### src/rtl/accel_pkg.sv
// ---------------------------------------------------------------------------
// accel_pkg: shared ALU types and scheduler state encoding.   Rev 1.0
// ---------------------------------------------------------------------------
`default_nettype none

package accel_pkg;

  localparam int VECTOR_WIDTH = 16;

  typedef enum logic [1:0] {
    COMP_ADD  = 2'd0,
    COMP_MUL  = 2'd1,
    COMP_RELU = 2'd2,
    COMP_TANH = 2'd3
  } computation_type_t;

  typedef enum logic [1:0] {
    S_IDLE  = 2'd0,
    S_RUN   = 2'd1,
    S_DRAIN = 2'd2
  } sched_state_t;

  localparam int MUL_LATENCY = 1;

endpackage

`default_nettype wire

### src/rtl/rr_arbiter.sv
// ---------------------------------------------------------------------------
// rr_arbiter: one-hot round-robin grant with a rotating priority pointer. Rev 1.0
// ---------------------------------------------------------------------------
`default_nettype none

module rr_arbiter #(
  parameter int NUM_REQ = 4,
  parameter int ID_W    = $clog2(NUM_REQ)
) (
  input  logic               clk,
  input  logic               rst_n,
  input  logic [NUM_REQ-1:0] req,
  input  logic               en,
  output logic [NUM_REQ-1:0] gnt,
  output logic [ID_W-1:0]    gnt_id
);

  logic [ID_W-1:0] ptr;
  logic [ID_W-1:0] cand;
  logic [ID_W:0]   sum;
  logic            found;

  // Scan from the pointer upward, wrapping modulo NUM_REQ.
  always_comb begin
    gnt_id = '0;
    found  = 1'b0;
    sum    = '0;
    cand   = '0;
    for (int i = 0; i < NUM_REQ; i++) begin
      sum = {1'b0, ptr} + (ID_W+1)'(i);
      if (sum >= (ID_W+1)'(NUM_REQ)) sum = sum - (ID_W+1)'(NUM_REQ);
      cand = sum[ID_W-1:0];
      if (!found && req[cand]) begin
        found  = 1'b1;
        gnt_id = cand;
      end
    end
    gnt = '0;
    if (en && found) gnt[gnt_id] = 1'b1;
  end

  always_ff @(posedge clk or negedge rst_n) begin
    if (!rst_n) begin
      ptr <= '0;
    end else if (en && found) begin
      ptr <= (gnt_id == ID_W'(NUM_REQ-1)) ? '0 : gnt_id + ID_W'(1);
    end
  end

endmodule

`default_nettype wire

### src/rtl/alu_burst_scheduler.sv
// ---------------------------------------------------------------------------
// alu_burst_scheduler: streams granted bursts into a shared vector_alu and
// aligns MUL and combinational results onto one tagged stream.   Rev 1.0
// ---------------------------------------------------------------------------
`default_nettype none

module alu_burst_scheduler
  import accel_pkg::*;
#(
  parameter int NUM_REQ = 4,
  parameter int LEN_W   = 5,
  parameter int ID_W    = $clog2(NUM_REQ)
) (
  input  logic                    clk,
  input  logic                    rst_n,
  input  logic [NUM_REQ-1:0]      req_valid,
  output logic [NUM_REQ-1:0]      req_ready,
  input  computation_type_t       req_op     [NUM_REQ],
  input  logic [LEN_W-1:0]        req_len    [NUM_REQ],
  input  logic [NUM_REQ-1:0]      opnd_valid,
  output logic [NUM_REQ-1:0]      opnd_ready,
  input  logic [VECTOR_WIDTH-1:0] opnd_a     [NUM_REQ],
  input  logic [VECTOR_WIDTH-1:0] opnd_b     [NUM_REQ],
  output computation_type_t       alu_op,
  output logic [VECTOR_WIDTH-1:0] alu_a,
  output logic [VECTOR_WIDTH-1:0] alu_b,
  input  logic [VECTOR_WIDTH-1:0] alu_result,
  output logic                    res_valid,
  output logic [VECTOR_WIDTH-1:0] res_data,
  output logic [ID_W-1:0]         res_id,
  output logic                    res_last,
  output logic                    busy
);

  sched_state_t      state, state_nxt;
  logic [NUM_REQ-1:0] arb_gnt;
  logic [ID_W-1:0]   arb_id;
  logic              arb_en;
  logic              grant;

  computation_type_t op_q;
  logic [LEN_W-1:0]  len_q;
  logic [LEN_W-1:0]  cnt_q;
  logic [ID_W-1:0]   gid_q;

  logic              issue;
  logic              last_issue;
  logic              direct_res;
  logic              mul_out;

  logic [MUL_LATENCY-1:0] mul_v_q;
  logic [MUL_LATENCY-1:0] mul_last_q;
  logic [ID_W-1:0]        mul_id_q [MUL_LATENCY];

  assign arb_en = (state == S_IDLE);
  assign grant  = |arb_gnt;

  rr_arbiter #(
    .NUM_REQ (NUM_REQ),
    .ID_W    (ID_W)
  ) u_arb (
    .clk    (clk),
    .rst_n  (rst_n),
    .req    (req_valid),
    .en     (arb_en),
    .gnt    (arb_gnt),
    .gnt_id (arb_id)
  );

  assign issue      = (state == S_RUN) && opnd_valid[gid_q];
  assign last_issue = issue && (cnt_q == len_q);
  assign direct_res = issue && (op_q != COMP_MUL);
  assign mul_out    = mul_v_q[MUL_LATENCY-1];
  assign alu_op     = op_q;
  assign busy       = (state != S_IDLE);

  always_ff @(posedge clk or negedge rst_n) begin
    if (!rst_n) state <= S_IDLE;
    else        state <= state_nxt;
  end

  always_comb begin
    state_nxt  = state;
    req_ready  = '0;
    opnd_ready = '0;
    alu_a      = '0;
    alu_b      = '0;
    case (state)
      S_IDLE: begin
        req_ready = arb_gnt;
        if (grant) state_nxt = S_RUN;
      end
      S_RUN: begin
        opnd_ready[gid_q] = 1'b1;
        alu_a             = opnd_a[gid_q];
        alu_b             = opnd_b[gid_q];
        if (last_issue) state_nxt = (op_q == COMP_MUL) ? S_DRAIN : S_IDLE;
      end
      // One extra cycle keeps alu_op at MUL while the last product is captured.
      S_DRAIN: state_nxt = S_IDLE;
      default: state_nxt = S_IDLE;
    endcase
  end

  always_ff @(posedge clk or negedge rst_n) begin
    if (!rst_n) begin
      op_q  <= COMP_ADD;
      len_q <= '0;
      cnt_q <= '0;
      gid_q <= '0;
    end else if (arb_en && grant) begin
      op_q  <= req_op[arb_id];
      len_q <= req_len[arb_id];
      gid_q <= arb_id;
      cnt_q <= '0;
    end else if (issue) begin
      cnt_q <= last_issue ? '0 : cnt_q + LEN_W'(1);
    end
  end

  // MUL issues carry their tag alongside the multiplier register so the
  // product is captured exactly MUL_LATENCY cycles after its own issue.
  always_ff @(posedge clk or negedge rst_n) begin
    if (!rst_n) begin
      mul_v_q    <= '0;
      mul_last_q <= '0;
      for (int i = 0; i < MUL_LATENCY; i++) mul_id_q[i] <= '0;
      res_valid  <= 1'b0;
      res_data   <= '0;
      res_id     <= '0;
      res_last   <= 1'b0;
    end else begin
      mul_v_q[0]    <= issue && (op_q == COMP_MUL);
      mul_last_q[0] <= last_issue;
      mul_id_q[0]   <= gid_q;
      for (int i = 1; i < MUL_LATENCY; i++) begin
        mul_v_q[i]    <= mul_v_q[i-1];
        mul_last_q[i] <= mul_last_q[i-1];
        mul_id_q[i]   <= mul_id_q[i-1];
      end
      res_valid <= direct_res || mul_out;
      res_last  <= (direct_res && last_issue) || (mul_out && mul_last_q[MUL_LATENCY-1]);
      if (direct_res || mul_out) begin
        res_data <= alu_result;
        res_id   <= mul_out ? mul_id_q[MUL_LATENCY-1] : gid_q;
      end
    end
  end

endmodule

`default_nettype wire
### config.mk
export PLATFORM = sky130hd
export DESIGN_NAME = alu_burst_scheduler
export DESIGN_NICKNAME = d
export VERILOG_FILES = /design/src/rtl/accel_pkg.sv /design/src/rtl/rr_arbiter.sv /design/src/rtl/alu_burst_scheduler.sv
export SDC_FILE = /design/constraint.sdc
export NUM_CORES = 1
export LEC_CHECK = 0
export CORE_UTILIZATION = 36
export CTS_CLUSTER_DIAMETER = 200
export DETAILED_ROUTE_END_ITERATION = 16
export PLACE_DENSITY = 0.87
export SYNTH_ARGS = -nofsm -noshare
export SYNTH_HDL_FRONTEND = slang
export SYNTH_SLANG_ARGS = --single-unit
export TNS_END_PERCENT = 30
### constraint.sdc
create_clock -name clk -period 6.85 [get_ports clk]
set_input_delay 1.0275 -clock clk [delete_from_list [all_inputs] [get_ports clk]]
set_output_delay 1.0275 -clock clk [all_outputs]
set_load 0.01 [all_outputs]
==> results of run 1 <==
==> flip-flops by register name, indices dropped and copies added (netlist names), 2 cells and up <==
signal,count
alu_op,2
cnt_q,5
gid_q,2
len_q,5
mul_id_q,2
res_data,16
res_id,2
state,2
u_arb.ptr,2
==> final cells by class <==
class / count / area [um2] / share of cell area [%]
clock inverter: 2 / 37.5 / 0.655
timing repair buffer: 249 / 2470 / 43.2
clock buffer: 6 / 72.6 / 1.27
sequential: 42 / 1050 / 18.4
inverter: 5 / 18.8 / 0.327
antenna: 2 / 5.00 / 0.0873
multi-input combinational: 200 / 1940 / 33.8
tap: 105 / 131 / 2.29
==> per-stage QoR <==
step           instances  utilization, %  setup WS, ps
3_3_place_gp         601            68.0          2220
2_1_floorplan        266               -          3110
5_1_grt              609            69.3          1930
6_report             611            69.4          2110
4_1_cts              609            69.3          2120
3_5_place_dp         601            68.0          2130
==> power by group <==
part	internal, mW	switching [mW]
clock network	0.109	0.0855
registers	0.363	0.0869
logic	0.872	0.607
total	1.34	0.780
==> placed cells by master, fill, tap and decap left out, types with 8 or more instances in the layout <==
| cell | n |
|---|---|
| clkdlybuf4s50_1 | 243 |
| dfrtp_1 | 41 |
| nand2_1 | 17 |
| nor2_1 | 12 |
| mux4_2 | 33 |
| mux2i_1 | 16 |
| o21ai_0 | 12 |
| mux2_2 | 23 |
| nor2b_1 | 36 |
| a21oi_1 | 8 |
==> layer usage <==
layer  vias up  wire length [um]  global-route usage [%]
li1       1455                 -                       -
met1      1502              3990                    26.8
met2       136              5620                    41.5
met3         9              1190                    9.34
met4         0               102                    4.80
met5         -                 0                       0
==> path summary, 6_finish.rpt <==
| path | startpoint | endpoint | slack (ps) | cells past startpoint |
|---|---|---|---|---|
| max in group asynchronous | rst_n | gid_q[0]$_DFFE_PN0P_ | 5370 | 1 |
| worst min-delay path | gid_q[1]$_DFFE_PN0P_ | mul_id_q[1]$_DFF_PN0_ | 470 | 0 |
| worst min register to register | gid_q[1]$_DFFE_PN0P_ | mul_id_q[1]$_DFF_PN0_ | 470 | 0 |
| min in group asynchronous | rst_n | len_q[4]$_DFFE_PN0P_ | 860 | 1 |
| worst max-delay path | req_valid[1] | req_ready[2] | 2110 | 10 |
| worst max register to register | gid_q[1]$_DFFE_PN0P_ | res_data[10]$_DFFE_PN0P_ | 4170 | 5 |
==> cells by family after synthesis <==
logic type | count (synthesis) | synth area share [%]
AO/OA/AOI/OAI | 33 | 7.07
adder cells (fa/ha/maj) | 2 | 0.808
buffers and inverters | 24 | 3.64
flip-flops | 42 | 33.9
XOR/XNOR | 5 | 1.41
AND/OR/NAND/NOR | 88 | 15.6
multiplexers | 72 | 37.5
==> flow_summary.toml, run 1 <==
[place]
port-buffer-count = 244
dp_hpwl_um = 8960
gp_congestion = 0.806
placed_cell_area_um2 = 5620

[run]
drv_cap = 0

[floorplanning]
fp.dieArea_um2 = 8980
die_x_um = 94.7
core_um2 = 8260
initial_core_util_pct = 37.5
die_h_um = 94.7
pin_count = 245
row_count = 33

[routing]
post_drt_wl_per_cell_um = 17.9
drc = 0
ant_nets = 0
drtPass1Iterations = 6
drt-total-wl_um = 10900
drt_iter0_drc = 43
vias = 3102
via_per_inst = 5.08

[min_path]
min_path_type = "flop to flop"

[global_route]
grt_use_total_pct = 23.5
overflow = 0
grt_max_degree = 43
grt_pass1_wl_um = 15700
antenna_found_initial = 2
grt_pass1_vias = 3067

[setup_path]
cp_max_fo = 17
cp-start-kind = "input pin"
critPathTopFamily = "buffers and inverters"
slowest_stage = "o31ai_4"
cp_num_buf_inv = 4
crit_type = "input pin to primary output"
path_cells = "clkdlybuf4s50_1 > nand2b_1 > a21oi_1 > o32ai_2 > buf_4 > inv_1 > ha_1 > o31ai_4 > nor3_1 > clkdlybuf4s50_1"
crit_required_ps = 5820
end_kind = "primary output"
worstPathArrival_ps = 3710
crit_top_cell = "clkdlybuf4s50_1"
cpPeakStageDelay_ps = 560

[cts]
cts_buffers = 5
post_cts_resized = 0
cts-hold-fix-buffers = 0
root_buffer = "clkbuf_8"
clock_latency_ps = 290
clock-sinks = 42
cts.clk_slew.worst_paths_ps = 80
cts_tree = "done"
cts_max_level = 2
cts_buffer_depth = 2
postCtsSetupBuffers = 0

[finish]
areaGrowthSynthToFinish_pct = 85.1
drive_gt1_share_pct = 14.9
stdcell_area_um2 = 5730
fin_nets = 687
fillCellCount = 628

[logic_synthesis]
syn_area_um2 = 3100
synthCells = 266
synth-seq-area-share_pct = 33.9
yosys.area.top_type = "dfrtp_1"
ys_types = 37
ys_warn_count = 0
ys_top_cells_by_area = "dfrtp_1 (34%), mux4_2 (24%), mux2_2 (8.4%), nor2b_1 (7.3%), mux2i_1 (5.2%)"
synth_most_common_cell = "dfrtp_1"
postSynthAreaPerCell_um2 = 11.6
yosysTopAreaCellShare_pct = 33.9
ys_ff_latch = 42
synth-main-ff-cell = "dfrtp_1"
async_reset_ff_share_pct = 100
synth_commonest_cells = "dfrtp_1 (42), nor2b_1 (36), mux4_2 (33), mux2_2 (23), nand2_1 (17)"
synth.net_count = 450
synth_edf_count = 0

[timing]
setup_viol = 0
rsz0062_at_grt = "false"
relSlewSlack_pct = 39.9
fin_crit_ps = 4740
hold_viol = 0
worstMarginPinSlew_ps = 902
max_freq_mhz = 211
period_share_pct = 69.2
skew_ps = 6.57
drv_slew = 0
fin_tns_setup_ps = 0
hold_ws_ps = 473

[power_and_ir_drop]
max-vdd-ir-drop_mv = 0.249
power_density_nw_per_um2 = 371
total_power_mw = 2.12
p_leak_nw = 2.25

[status]
status = "finished, final reports clean"
(Power assumes the default switching activity.)
==> run 2, diff against run 1 <==
- CORE_ASPECT_RATIO: not set -> 1.1
- CORE_UTILIZATION: 36 -> 34
- PLACE_DENSITY: 0.87 -> 0.82
- clock period: 6.85 -> 4.4 ns (I/O delays scaled with it)
==> run 2 against run 1 <==
Register-to-register slack lost 2700 ps; critical path depth stayed put; non-clock buffer count is 1 higher; setup slack worse by 1400 ps; count of clock-buffer cells in the layout down 1; critical endpoint unchanged; largest cell class unchanged.
==> flow_summary.toml, run 2 (synthesis results as in run 1) <==
[timing]
drv_slew = 0
relSlewSlack_pct = 39.4
worstMarginPinSlew_ps = 908
fin_crit_ps = 3700
fin_tns_setup_ps = 0
period_share_pct = 84.0
layout_setup_ws_ps = 702
setup_viol = 0
hold_viol = 0
max_freq_mhz = 270
skew_ps = 10.1
rsz0062_at_grt = "false"

[routing]
drt-total-wl_um = 11000
via_per_inst = 5.10
post_drt_wl_per_cell_um = 17.8
ant_nets = 0
drtPass1Iterations = 4
vias = 3157
drc = 0
drt_iter0_drc = 71

[cts]
cts.clk_slew.worst_paths_ps = 70
cts_buffer_depth = 2
cts-hold-fix-buffers = 0
post_cts_resized = 0
clock_latency_ps = 300
cts_buffers = 5
root_buffer = "clkbuf_8"
clock-sinks = 42
cts_max_level = 2
cts_tree = "done"
postCtsSetupBuffers = 0

[power_and_ir_drop]
p_leak_nw = 2.26
pwr-share-clk_pct = 9.0
pwr-share-seq_pct = 24.3
max-vdd-ir-drop_mv = 0.292
power.internal_mw = 2.10
power_density_nw_per_um2 = 577
p_sw_share_pct = 36.8
p_comb_share_pct = 66.7
p_sw_mw = 1.22

[finish]
reg_top3 = "res_data: 16 flops, cnt_q: 5 flops, len_q: 5 flops"
stdcell_area_um2 = 5750
post-route-util_pct = 65.1
areaGrowthSynthToFinish_pct = 85.5
most-common-layout-cells = "clkdlybuf4s50_1 (243), dfrtp_1 (40), nor2b_1 (36), mux4_2 (33), mux2_2 (23)"
drive_gt1_share_pct = 15.4
final_common_cell = "clkdlybuf4s50_1"
largest_reg_flops = 16
diodes = 0
fillCellCount = 724
regMostFlops = "res_data"
fin_nets = 688

[setup_path]
cp_num_buf_inv = 4
cp_max_fo = 17
worstPathArrival_ps = 3040
cpPeakStageDelay_ps = 540
startpoint = "req_valid[1]"
slowest_stage = "clkdlybuf4s50_1"
crit_top_cell = "clkdlybuf4s50_1"
r2r-start = "gid_q[0]$_DFFE_PN0P_"
crit_type = "input pin to primary output"
cp-start-kind = "input pin"
path_cells = "clkdlybuf4s50_1 > nand2b_1 > a21oi_1 > o32ai_2 > inv_1 > ha_1 > o31ai_4 > buf_4 > nor3_1 > clkdlybuf4s50_1"
crit_required_ps = 3740
critPathTopFamily = "buffers and inverters"
end_kind = "primary output"

[floorplanning]
die_h_um = 102
die_x_um = 93.0
initial_core_util_pct = 35.1
row_count = 36
core_um2 = 8830
fp.dieArea_um2 = 9490
pin_count = 245

[place]
port-buffer-count = 244
dp_hpwl_um = 9170
gp_congestion = 0.787
placed_cell_area_um2 = 5640
place_ws_ps = 741

[global_route]
antenna_found_initial = 0
grt_pass1_wl_um = 16800
grt_pass1_vias = 3298
overflow = 0
grt_max_degree = 43
grt_use_total_pct = 23.0

[run]
drv_cap = 0

[min_path]
min_path_type = "input pin to asynchronous set/reset pin"

[status]
status = "finished, final reports clean"
-- run 2: power groups by stage --
| stage | clock [mW] | sequential [mW] | combinational [mW] |
|---|---|---|---|
| final | 0.298 | 0.806 | 2.21 |
| after global routing | 0.322 | 0.845 | 2.37 |
| after CTS | 0.307 | 0.812 | 2.24 |
| after global placement | 0 | 0.812 | 2.20 |
| after detailed placement | 0 | 0.820 | 2.23 |
| after floorplan | 0 | 0.716 | 1.30 |
-- run 2: path summary, 6_finish.rpt --
kind,slack (ps),cells after the start,end
worst max-delay path,700,10,req_ready[2]
worst min-delay path,490,1,cnt_q[4]$_DFFE_PN0P_
worst max register to register,1470,4,res_data[8]$_DFFE_PN0P_
worst min register to register,490,1,res_last$_DFF_PN0_
max in group asynchronous,3270,1,gid_q[0]$_DFFE_PN0P_
min in group clk,490,1,res_last$_DFF_PN0_
-- run 2: area by class of cell --
| class | count | area [um2] | area share (%) |
|---|---|---|---|
| Sequential cell | 42 | 1050 | 18.3 |
| Inverter | 5 | 18.8 | 0.327 |
| Clock buffer | 5 | 68.8 | 1.20 |
| Multi-Input combinational cell | 200 | 1940 | 33.8 |
| Tap cell | 114 | 143 | 2.48 |
| Clock inverter | 3 | 40.0 | 0.697 |
| Timing Repair Buffer | 250 | 2480 | 43.2 |
-- run 2: metrics by stage --
stage / total power [mW] / std cells / hold slack, ps
floorplan: 2.02 / 266 / 364
global placement: 3.01 / 611 / 468
detailed placement: 3.06 / 611 / 480
CTS: 3.36 / 619 / 486
global route: 3.54 / 619 / 497
finish: 3.32 / 619 / 488
-- run 2: metal layers --
metal | vias up | global-route usage (%) | routed length (um)
met1 | 1513 | 23.3 | 3760
met3 | 45 | 5.28 | 798
met4 | 0 | 13.6 | 627
li1 | 1456 | - | -
met2 | 143 | 43.1 | 5830
met5 | - | 0 | 0
-- run 2: worst register-to-register path: cells and delay by family, from the launching register on --
kind             cells  cell delay, ps
multiplexers         2            1050
AND/OR/NAND/NOR      1             310
flip-flops           1             920
AO/OA/AOI/OAI        1             540
==> run 3, diff against run 2 <==
- clock period: 4.4 -> 3.6 ns (I/O delays scaled with it)
==> run 3 against run 2 <==
Clock skew is 2.9 ps higher; clock power is 4% higher; count of clock-buffer cells in the layout stayed put; worst hold slack worse by 120 ps; non-clock buffer count is 5 higher; sequential share of layout area is 0.072 points lower; power is 22% higher; final cell count is 0.81% higher; highest routed layer unchanged.
==> flow_summary.toml, run 3 (synthesis results as in run 1) <==
[status]
status = "finished, final reports clean"

[cts]
cts_max_level = 2
postCtsSetupBuffers = 0
cts_tree = "done"
cts_buffers = 5
clock-sinks = 42
cts.clk_slew.worst_paths_ps = 90
cts-hold-fix-buffers = 0
root_buffer = "clkbuf_8"
clock_latency_ps = 300
post_cts_resized = 0
cts_buffer_depth = 2

[setup_path]
crit_type = "input pin to primary output"
path_cells = "clkdlybuf4s50_1 > nor2_1 > or2_0 > o22ai_2 > ha_1 > o31ai_4 > nor3_1 > clkdlybuf4s50_1"
cp-start-kind = "input pin"
critPathTopFamily = "buffers and inverters"
end_kind = "primary output"
crit_required_ps = 3060
crit_top_cell = "clkdlybuf4s50_1"
cp_max_fo = 4
worstPathArrival_ps = 2730
cpPeakStageDelay_ps = 590
slowest_stage = "clkdlybuf4s50_1"
cp_num_buf_inv = 2

[power_and_ir_drop]
power.internal_mw = 2.53
pwr-share-seq_pct = 22.9
pwr-share-clk_pct = 7.7
p_leak_nw = 2.27
total_power_mw = 4.04
max-vdd-ir-drop_mv = 0.313
p_comb_share_pct = 69.4
p_sw_share_pct = 37.4
p_sw_mw = 1.51
power_density_nw_per_um2 = 701

[routing]
via_per_inst = 5.04
post_drt_wl_per_cell_um = 17.8
drt_iter0_drc = 44
drtPass1Iterations = 4
vias = 3144
drc = 0
ant_nets = 0
drt-total-wl_um = 11100

[floorplanning]
fp.dieArea_um2 = 9490
die_h_um = 102
row_count = 36
initial_core_util_pct = 35.1
die_x_um = 93.0
core_um2 = 8830
pin_count = 245

[finish]
post-route-util_pct = 65.3
fillCellCount = 721
regMostFlops = "res_data"
largest_reg_flops = 16
reg_top3 = "res_data: 16 flops, cnt_q: 5 flops, len_q: 5 flops"
fin_nets = 693
drive_gt1_share_pct = 16.3
most-common-layout-cells = "clkdlybuf4s50_1 (243), dfrtp_1 (40), nor2b_1 (36), mux4_2 (33), mux2_2 (23)"
final_common_cell = "clkdlybuf4s50_1"
diodes = 0
areaGrowthSynthToFinish_pct = 86.3

[global_route]
grt_pass1_vias = 3327
grtUsageMet1_pct = 23.7
grt_pass1_wl_um = 16800
grt_use_total_pct = 23.0
gr-usage-met3_pct = 5.43
grt.busiest_layer = "met2"
grt_util_met2_pct = 45.0
overflow = 0
antenna_found_initial = 0
grt_max_degree = 43

[min_path]
min_path_type = "input pin to asynchronous set/reset pin"

[timing]
worstMarginPinSlew_ps = 914
hold_viol = 0
drv_slew = 0
max_freq_mhz = 306
rsz0062_at_grt = "false"
skew_ps = 13.0
fin_crit_ps = 3270
period_share_pct = 90.7
setup_viol = 0
fin_tns_setup_ps = 0
relSlewSlack_pct = 39.1
hold_ws_ps = 371

[place]
gp_congestion = 0.774
dp_hpwl_um = 9440
port-buffer-count = 244

[run]
drv_cap = 0
-- run 3: cell count changes in the layout (fill, tap and decap cells not counted) --
cell and delta:
buf_4 +5, clkinv_2 -2, bufinv_16 -1, clkinv_4 +1, clkinvlp_4 +1, inv_6 +1
-- run 3: per-layer routing --
layer	share of wire (%)	wire length (um)	vias to the layer above
li1	-	-	1463
met1	33	3690	1521
met2	57	6290	136
met3	7.4	824	24
met4	2.9	326	0
met5	0	0	-
-- run 3: worst paths after layout --
| kind | start | end | slack, ps | cells after the start |
|---|---|---|---|---|
| setup / recovery | req_valid[3] | req_ready[2] | 330 | 8 |
| hold / removal | rst_n | mul_out$_DFF_PN0_ | 370 | 1 |
| setup reg to reg | gid_q[0]$_DFFE_PN0P_ | res_data[2]$_DFFE_PN0P_ | 960 | 4 |
| hold reg to reg | mul_last_q$_DFF_PN0_ | res_last$_DFF_PN0_ | 480 | 1 |
| max in group asynchronous | rst_n | gid_q[1]$_DFFE_PN0P_ | 2600 | 1 |
| min in group clk | mul_last_q$_DFF_PN0_ | res_last$_DFF_PN0_ | 480 | 1 |
-- run 3: power groups by stage --
| stage | clock [mW] | sequential (mW) | combinational (mW) |
|---|---|---|---|
| final | 0.310 | 0.927 | 2.81 |
| after global routing | 0.342 | 0.967 | 3.01 |
| after CTS | 0.320 | 0.937 | 2.84 |
| after detailed placement | 0 | 0.947 | 2.84 |
| after global placement | 0 | 0.930 | 2.79 |
| after floorplan | 0 | 0.876 | 1.59 |
-- run 3: worst reg2reg max path, stage by stage (launching register included) --
cell,delay (ps)
dfrtp_2,660
mux4_2,600
nand2b_1,320
o21ba_2,540
mux2_2,400
-- run 3: metrics by stage --
stage | area (um2) | worst slack [ps] | std cells
6_report | 5770 | 334 | 624
5_1_grt | 5770 | 178 | 624
4_1_cts | 5770 | 324 | 624
3_5_place_dp | 5670 | 355 | 616
3_3_place_gp | 5670 | 360 | 616
2_1_floorplan | 3100 | 838 | 266
-- run 3: final cells by class --
type	count	area [um2]	share of cell area (%)
repair buffers	255	2520	43.7
well taps	114	143	2.47
flip-flops and latches	42	1050	18.3
inverters	5	18.8	0.325
clock inverters	3	25.0	0.434
multi-input cells	200	1940	33.6
clock buffers	5	68.8	1.19
